==> src/rtl/xor_crypt_if.sv <==
// Serial load and serial ciphertext handshake bundle for the XOR crypt sequencer.
interface xor_crypt_if;
    logic iSerial_bit;
    logic iSerial_valid;
    logic iSerial_sel;
    logic iSerial_ready;
    logic oSerial_bit;
    logic oSerial_valid;

    modport master (
        output iSerial_bit, iSerial_valid, iSerial_sel, iSerial_ready,
        input  oSerial_bit, oSerial_valid
    );

    modport slave (
        input  iSerial_bit, iSerial_valid, iSerial_sel, iSerial_ready,
        output oSerial_bit, oSerial_valid
    );
endinterface

==> src/rtl/xor_crypt_ctrl.sv <==
// Sequencer for the XOR encryption engine: serial key/message load, engine run with
// watchdog, serial ciphertext output with valid/ready, then a one-cycle engine clear.
module xor_crypt_ctrl #(
    parameter int MSG_BITS   = 64,
    parameter int KEY_BITS   = 8,
    parameter int ENC_CYCLES = 8,
    parameter int TIMEOUT    = 128
) (
    input  logic                              clk,
    input  logic                              rst_n,
    input  logic                              ena,
    xor_crypt_if.slave                        ser,
    input  logic                              iKeep_key,
    input  logic [6:0]                        iEnc_counter,
    input  logic [MSG_BITS-1:0]               iCiphertext,
    output logic [MSG_BITS-1:0]               oMessage,
    output logic [KEY_BITS-1:0]               oKey,
    output logic [$clog2(MSG_BITS+1)-1:0]     oMessage_bit_counter,
    output logic [$clog2(KEY_BITS+1)-1:0]     oKey_bit_counter,
    output logic                              oEng_ena,
    output logic                              oEng_rst_n,
    output logic                              oBusy,
    output logic                              oDone,
    output logic                              oError
);
    localparam int MCW = $clog2(MSG_BITS + 1);
    localparam int KCW = $clog2(KEY_BITS + 1);
    localparam int WDW = $clog2(TIMEOUT + 1);
    localparam logic [6:0] ENC_DONE = 7'(ENC_CYCLES);

    typedef enum logic [1:0] {IDLE, ENCRYPT, SHIFT_OUT, CLEAR} state_t;

    state_t              state_q, state_d;
    logic [MSG_BITS-1:0] msg_q, msg_d;
    logic [KEY_BITS-1:0] key_q, key_d;
    logic [MCW-1:0]      mcnt_q, mcnt_d;
    logic [KCW-1:0]      kcnt_q, kcnt_d;
    logic [MSG_BITS-1:0] out_q, out_d;
    logic [MCW-1:0]      ocnt_q, ocnt_d;
    logic [WDW-1:0]      wdog_q, wdog_d;
    logic                err_q, err_d;
    logic                done_q, done_d;
    logic                eng_rst_n_q, eng_rst_n_d;
    logic                msg_full, key_full;

    assign msg_full = (mcnt_q == MCW'(MSG_BITS));
    assign key_full = (kcnt_q == KCW'(KEY_BITS));

    always_ff @(posedge clk or negedge rst_n) begin
        if (!rst_n) begin
            state_q     <= IDLE;
            msg_q       <= '0;
            key_q       <= '0;
            mcnt_q      <= '0;
            kcnt_q      <= '0;
            out_q       <= '0;
            ocnt_q      <= '0;
            wdog_q      <= '0;
            err_q       <= 1'b0;
            done_q      <= 1'b0;
            eng_rst_n_q <= 1'b1;
        end else begin
            state_q     <= state_d;
            msg_q       <= msg_d;
            key_q       <= key_d;
            mcnt_q      <= mcnt_d;
            kcnt_q      <= kcnt_d;
            out_q       <= out_d;
            ocnt_q      <= ocnt_d;
            wdog_q      <= wdog_d;
            err_q       <= err_d;
            done_q      <= done_d;
            eng_rst_n_q <= eng_rst_n_d;
        end
    end

    // With ena low every next-state term keeps its default, freezing the whole block.
    always_comb begin
        state_d     = state_q;
        msg_d       = msg_q;
        key_d       = key_q;
        mcnt_d      = mcnt_q;
        kcnt_d      = kcnt_q;
        out_d       = out_q;
        ocnt_d      = ocnt_q;
        wdog_d      = wdog_q;
        err_d       = err_q;
        done_d      = done_q;
        eng_rst_n_d = eng_rst_n_q;
        if (ena) begin
            unique case (state_q)
                IDLE: begin
                    wdog_d = '0;
                    if (msg_full && key_full) begin
                        state_d = ENCRYPT;
                    end else if (ser.iSerial_valid) begin
                        if (ser.iSerial_sel && !msg_full) begin
                            msg_d  = {msg_q[MSG_BITS-2:0], ser.iSerial_bit};
                            mcnt_d = mcnt_q + MCW'(1);
                            err_d  = 1'b0;
                        end else if (!ser.iSerial_sel && !key_full) begin
                            key_d  = {key_q[KEY_BITS-2:0], ser.iSerial_bit};
                            kcnt_d = kcnt_q + KCW'(1);
                            err_d  = 1'b0;
                        end
                    end
                end
                ENCRYPT: begin
                    if (iEnc_counter == ENC_DONE) begin
                        out_d   = iCiphertext;
                        ocnt_d  = '0;
                        state_d = SHIFT_OUT;
                    end else if (wdog_q == WDW'(TIMEOUT - 1)) begin
                        err_d   = 1'b1;
                        state_d = CLEAR;
                    end else begin
                        wdog_d = wdog_q + WDW'(1);
                    end
                end
                SHIFT_OUT: begin
                    if (ser.iSerial_ready) begin
                        out_d  = {out_q[MSG_BITS-2:0], 1'b0};
                        ocnt_d = ocnt_q + MCW'(1);
                        if (ocnt_q == MCW'(MSG_BITS - 1)) begin
                            state_d = CLEAR;
                        end
                    end
                end
                CLEAR: begin
                    msg_d  = '0;
                    mcnt_d = '0;
                    if (!iKeep_key) begin
                        key_d  = '0;
                        kcnt_d = '0;
                    end
                    state_d = IDLE;
                end
                default: state_d = IDLE;
            endcase
            // Registered so both strobes line up exactly with the CLEAR cycle.
            done_d      = (state_d == CLEAR);
            eng_rst_n_d = (state_d != CLEAR);
        end
    end

    assign oMessage             = msg_q;
    assign oKey                 = key_q;
    assign oMessage_bit_counter = mcnt_q;
    assign oKey_bit_counter     = kcnt_q;
    assign oEng_ena             = ena && (state_q == ENCRYPT);
    assign oEng_rst_n           = eng_rst_n_q;
    assign oBusy                = (state_q != IDLE);
    assign oDone                = done_q;
    assign oError               = err_q;
    assign ser.oSerial_bit      = out_q[MSG_BITS-1];
    assign ser.oSerial_valid    = ena && (state_q == SHIFT_OUT);
endmodule

==> src/flat_wrapper.sv <==
// flat-port wrapper written by rule: the top's interface ports become plain ports
module xor_crypt_ctrl_flat 
#(
    parameter int MSG_BITS   = 64,
    parameter int KEY_BITS   = 8,
    parameter int ENC_CYCLES = 8,
    parameter int TIMEOUT    = 128
)
  (clk, rst_n, ena, iKeep_key, iEnc_counter, iCiphertext, oMessage, oKey, oMessage_bit_counter, oKey_bit_counter, oEng_ena, oEng_rst_n, oBusy, oDone, oError, ser_iSerial_bit, ser_iSerial_valid, ser_iSerial_sel, ser_iSerial_ready, ser_oSerial_bit, ser_oSerial_valid);
  xor_crypt_if ser_i ();
  input  logic clk;
  input  logic rst_n;
  input  logic ena;
  input  logic iKeep_key;
  input  logic [6:0] iEnc_counter;
  input  logic [MSG_BITS-1:0] iCiphertext;
  output logic [MSG_BITS-1:0] oMessage;
  output logic [KEY_BITS-1:0] oKey;
  output logic [$clog2(MSG_BITS+1)-1:0] oMessage_bit_counter;
  output logic [$clog2(KEY_BITS+1)-1:0] oKey_bit_counter;
  output logic oEng_ena;
  output logic oEng_rst_n;
  output logic oBusy;
  output logic oDone;
  output logic oError;
  input wire logic [$bits(ser_i.iSerial_bit)-1:0] ser_iSerial_bit;
  input wire logic [$bits(ser_i.iSerial_valid)-1:0] ser_iSerial_valid;
  input wire logic [$bits(ser_i.iSerial_sel)-1:0] ser_iSerial_sel;
  input wire logic [$bits(ser_i.iSerial_ready)-1:0] ser_iSerial_ready;
  output wire logic [$bits(ser_i.oSerial_bit)-1:0] ser_oSerial_bit;
  output wire logic [$bits(ser_i.oSerial_valid)-1:0] ser_oSerial_valid;
  assign ser_i.iSerial_bit = ser_iSerial_bit;
  assign ser_i.iSerial_valid = ser_iSerial_valid;
  assign ser_i.iSerial_sel = ser_iSerial_sel;
  assign ser_i.iSerial_ready = ser_iSerial_ready;
  assign ser_oSerial_bit = ser_i.oSerial_bit;
  assign ser_oSerial_valid = ser_i.oSerial_valid;
  xor_crypt_ctrl #(.MSG_BITS(MSG_BITS), .KEY_BITS(KEY_BITS), .ENC_CYCLES(ENC_CYCLES), .TIMEOUT(TIMEOUT)) u_core (.clk(clk), .rst_n(rst_n), .ena(ena), .ser(ser_i), .iKeep_key(iKeep_key), .iEnc_counter(iEnc_counter), .iCiphertext(iCiphertext), .oMessage(oMessage), .oKey(oKey), .oMessage_bit_counter(oMessage_bit_counter), .oKey_bit_counter(oKey_bit_counter), .oEng_ena(oEng_ena), .oEng_rst_n(oEng_rst_n), .oBusy(oBusy), .oDone(oDone), .oError(oError));
endmodule
==> config.mk <==
export PLATFORM = sky130hd
export DESIGN_NAME = xor_crypt_ctrl_flat
export DESIGN_NICKNAME = d
export VERILOG_FILES = /design/src/rtl/xor_crypt_if.sv /design/src/rtl/xor_crypt_ctrl.sv /design/src/flat_wrapper.sv
export SDC_FILE = /design/constraint.sdc
export NUM_CORES = 1
export LEC_CHECK = 0
export CELL_PAD_IN_SITES_DETAIL_PLACEMENT = 1
export CELL_PAD_IN_SITES_GLOBAL_PLACEMENT = 1
export CORE_ASPECT_RATIO = 0.8
export CORE_UTILIZATION = 39
export DETAILED_ROUTE_END_ITERATION = 6
export GPL_ROUTABILITY_DRIVEN = 1
export MAX_ROUTING_LAYER = met4
export PLACE_DENSITY_LB_ADDON = 0.05
export SLEW_MARGIN = 0
export SYNTH_ARGS = -nofsm -noshare
export SYNTH_HDL_FRONTEND = slang
export SYNTH_SLANG_ARGS = --single-unit
==> constraint.sdc <==
create_clock -name clk -period 3 [get_ports clk]
set_input_delay 0.9 -clock clk [delete_from_list [all_inputs] [get_ports clk]]
set_output_delay 0.9 -clock clk [all_outputs]
set_load 0.005 [all_outputs]
==> flow_summary.json <==
{
  "power.internal_mw": 4.01,
  "cp_slowest_cell": "clkdlybuf4s50_1",
  "vias": 5620,
  "pwr-share-comb": 0.143,
  "core-area_um2": 18100,
  "worst_pin_slew_ns": 0.623,
  "fin_nets": 906,
  "die_area_um2": 19100,
  "drt_iter0_drc": 224,
  "gr-usage-all-layers": 0.215,
  "leakagePower_nw": 4.21,
  "synth_nets": 742,
  "cts_buffers": 17,
  "grt_max_degree": 112,
  "skew_ns": 0.0137,
  "syn_area_per_cell_um2": 11.0,
  "vdd_drop_max_v": 0.000302,
  "nFillCells": 1900,
  "synth_cells": 657,
  "final-setup-viol-count": 0,
  "met2_wirelength_mm": 8.61,
  "rsz0062_at_grt": "false",
  "fp-row-count": 44,
  "start_util": 0.399,
  "wire_per_inst_um": 17.7,
  "die_y_um": 124,
  "num_io_pins": 169,
  "synth_area_um2": 7220,
  "grt_pass1_vias": 5944,
  "seq_power_share": 0.465,
  "total_power_mw": 5.66,
  "worstSetupPathType": "in2out",
  "critPathCaptureType": "primary output",
  "setup-tns-final_ns": 0,
  "fmax_ghz": 0.341,
  "n_antenna_cell": 0,
  "numPortBuffers": 168,
  "path_max_fanout": 3,
  "multiInputGateArea_um2": 2850,
  "ant_nets": 0,
  "clockBufferDepth": 2,
  "syn_to_final_growth_pct": 36.5,
  "arrival_ns": 2.03,
  "drtPass1Iterations": 5,
  "crit_path_frequent_cell": "clkdlybuf4s50_1",
  "overflow": 0,
  "hold_class": "in2async",
  "outcome": "complete, no violations",
  "crit_chain": "clkdlybuf4s50_1 > and2_1 > clkdlybuf4s50_1",
  "drc": 0,
  "critical_path.top_delay_family": "buffers and inverters",
  "max_stage_delay_ns": 0.50,
  "p_sw_mw": 1.65,
  "die_x_um": 154,
  "synthDominantCellAreaShare": 0.575,
  "fin_crit_ns": 2.93,
  "hold_viol": 0,
  "seq_area_um2": 4180,
  "period_share": 0.976,
  "gp_congestion": 0.790,
  "maxCapViolCount": 0,
  "drive_gt1_frac": 0.0827,
  "cts-root-buf": "clkbuf_16",
  "cts-htree-levels": 4,
  "synth-seq-cells": 167,
  "routed.top_layer": "met4",
  "synthTopCellsByArea": "dfrtp_1, mux2i_1, a22o_1, o21ai_0, nand2_1",
  "synthFlopType": "dfrtp_1",
  "powerDensity_nw_per_um2": 574,
  "utilization": 0.544,
  "synth_edf_count": 0,
  "clkPwrFrac": 0.392,
  "antenna_found_initial": 0,
  "clk_pin_slew_ns": 0.07,
  "worst-path-buf-inv": 2,
  "synthArstFlopShare": 1.00,
  "wl_met1_mm": 8.89,
  "seq_area_frac_synth": 0.579,
  "drv_slew": 0,
  "slew_headroom": 0.581,
  "p_sw_frac": 0.292,
  "worstPathRequired_ns": 2.10,
  "cts_tree": "done",
  "wl_met3_mm": 1.12,
  "ys_warn_count": 0,
  "clock_latency_ns": 0.44,
  "dpl.hpwl_mm": 12.6,
  "critPathLaunchType": "primary input",
  "grt_pass1_wl_mm": 30.9,
  "clock-sinks": 167,
  "yosysUniqueCellTypes": 48,
  "synth.largest_area_cell": "dfrtp_1",
  "postRouteWirelength_mm": 18.8,
  "viasPerCell": 5.28
}
[routing by layer]
layer  up-vias  GRT usage
met5         -          -
met4         0     0.0569
met3        17     0.0647
met2       120      0.327
met1      2810      0.281
li1       2673          -
[placed cells by master, fill, tap and decap left out, drive strengths merged, types with 3 or more instances in the layout]
| cell type | count |
|---|---|
| a21o | 3 |
| a21oi | 9 |
| a22o | 66 |
| a31o | 3 |
| and3 | 3 |
| buf | 23 |
| clkbuf | 17 |
| clkdlybuf4s50 | 166 |
| clkinv | 8 |
| dfrtp | 166 |
| ha | 6 |
| inv | 16 |
| mux2 | 3 |
| mux2i | 64 |
| nand2 | 104 |
| nand3 | 11 |
| nand4 | 3 |
| nor2 | 23 |
| nor2b | 4 |
| nor3 | 6 |
| nor4 | 6 |
| o21ai | 85 |
| or3 | 3 |
| xnor2 | 3 |
| xor2 | 3 |
[cells in the mapped netlist (9+ instances only)]
cell type and count:
clkbuf_1 32, inv_1 11, buf_1 10, nand2_1 104
a21oi_1 9, nand3_1 11, mux2i_1 64, o21ai_0 85
a22o_1 66, nor2_1 22, dfrtp_1 166
[registers in the layout, indices dropped and copies added (netlist names)]
name	count
u_core.oMessage_bit_counter	7
u_core.oError	1
u_core.state_q	2
u_core.out_q	64
u_core.oKey	8
u_core.ocnt_q	7
u_core.oDone	1
u_core.oKey_bit_counter	4
u_core.oEng_rst_n	1
u_core.wdog_q	8
u_core.oMessage	64
[power groups by stage]
stage | combinational (mW) | clock [mW] | sequential [mW]
final | 0.811 | 2.22 | 2.63
after global routing | 0.907 | 2.36 | 2.66
after CTS | 0.826 | 2.28 | 2.63
after detailed placement | 0.809 | 0 | 2.67
after global placement | 0.769 | 0 | 2.65
after floorplan | 0.371 | 0 | 2.62
[path summary, 6_finish.rpt]
check	start	end	slack [ns]	cells past startpoint
worst min-delay path	rst_n	u_core.out_q[23]	0.39	1
worst max-delay path	ena	ser_oSerial_valid	0.07	3
worst max register to register	u_core.state_q[1]	u_core.out_q[31]	0.66	5
max in group asynchronous	rst_n	u_core.oMessage[61]	1.83	2
worst min register to register	u_core.oEng_rst_n	u_core.oEng_rst_n	0.48	2
min in group clk	u_core.oEng_rst_n	u_core.oEng_rst_n	0.48	2
[kinds of logic (layout without fill, tap and decap cells)]
| family | Yosys count | count (layout) | share of synthesized area |
|---|---|---|---|
| compound gates | 180 | 180 | 0.168 |
| flops | 167 | 167 | 0.579 |
| mux | 67 | 67 | 0.0934 |
| xor+xnor | 6 | 6 | 0.00728 |
| simple gates | 175 | 175 | 0.111 |
| buf+inv | 56 | 233 | 0.0305 |
| fa+ha+maj | 6 | 6 | 0.0104 |
[metrics by stage]
step           hold WS [ns]  instances  setup WS, ns  area [um^2]
2_1_floorplan         0.450        657         0.293         7220
3_3_place_gp          0.461       1031       -0.0161         9230
3_5_place_dp          0.466       1031       -0.0546         9230
4_1_cts               0.405       1064        0.0563         9850
5_1_grt               0.425       1064        0.0214         9850
6_report              0.392       1064        0.0705         9850
[area by class of cell]
cell class	count	area share
Clock buffer	17	0.0432
Tap cell	230	0.0292
Multi-Input combinational cell	434	0.289
Inverter	11	0.00419
Timing Repair Buffer	190	0.191
Clock inverter	15	0.0189
Sequential cell	167	0.424
[timing repair]
action	in CTS	in global routing
gates resized for setup	2	0
hold buffers	0	0
hold endpoints to repair	0	0
endpoints found under the setup margin	1	0
setup buffers	1	0
Note: power is estimated with default switching activity, not from simulation.
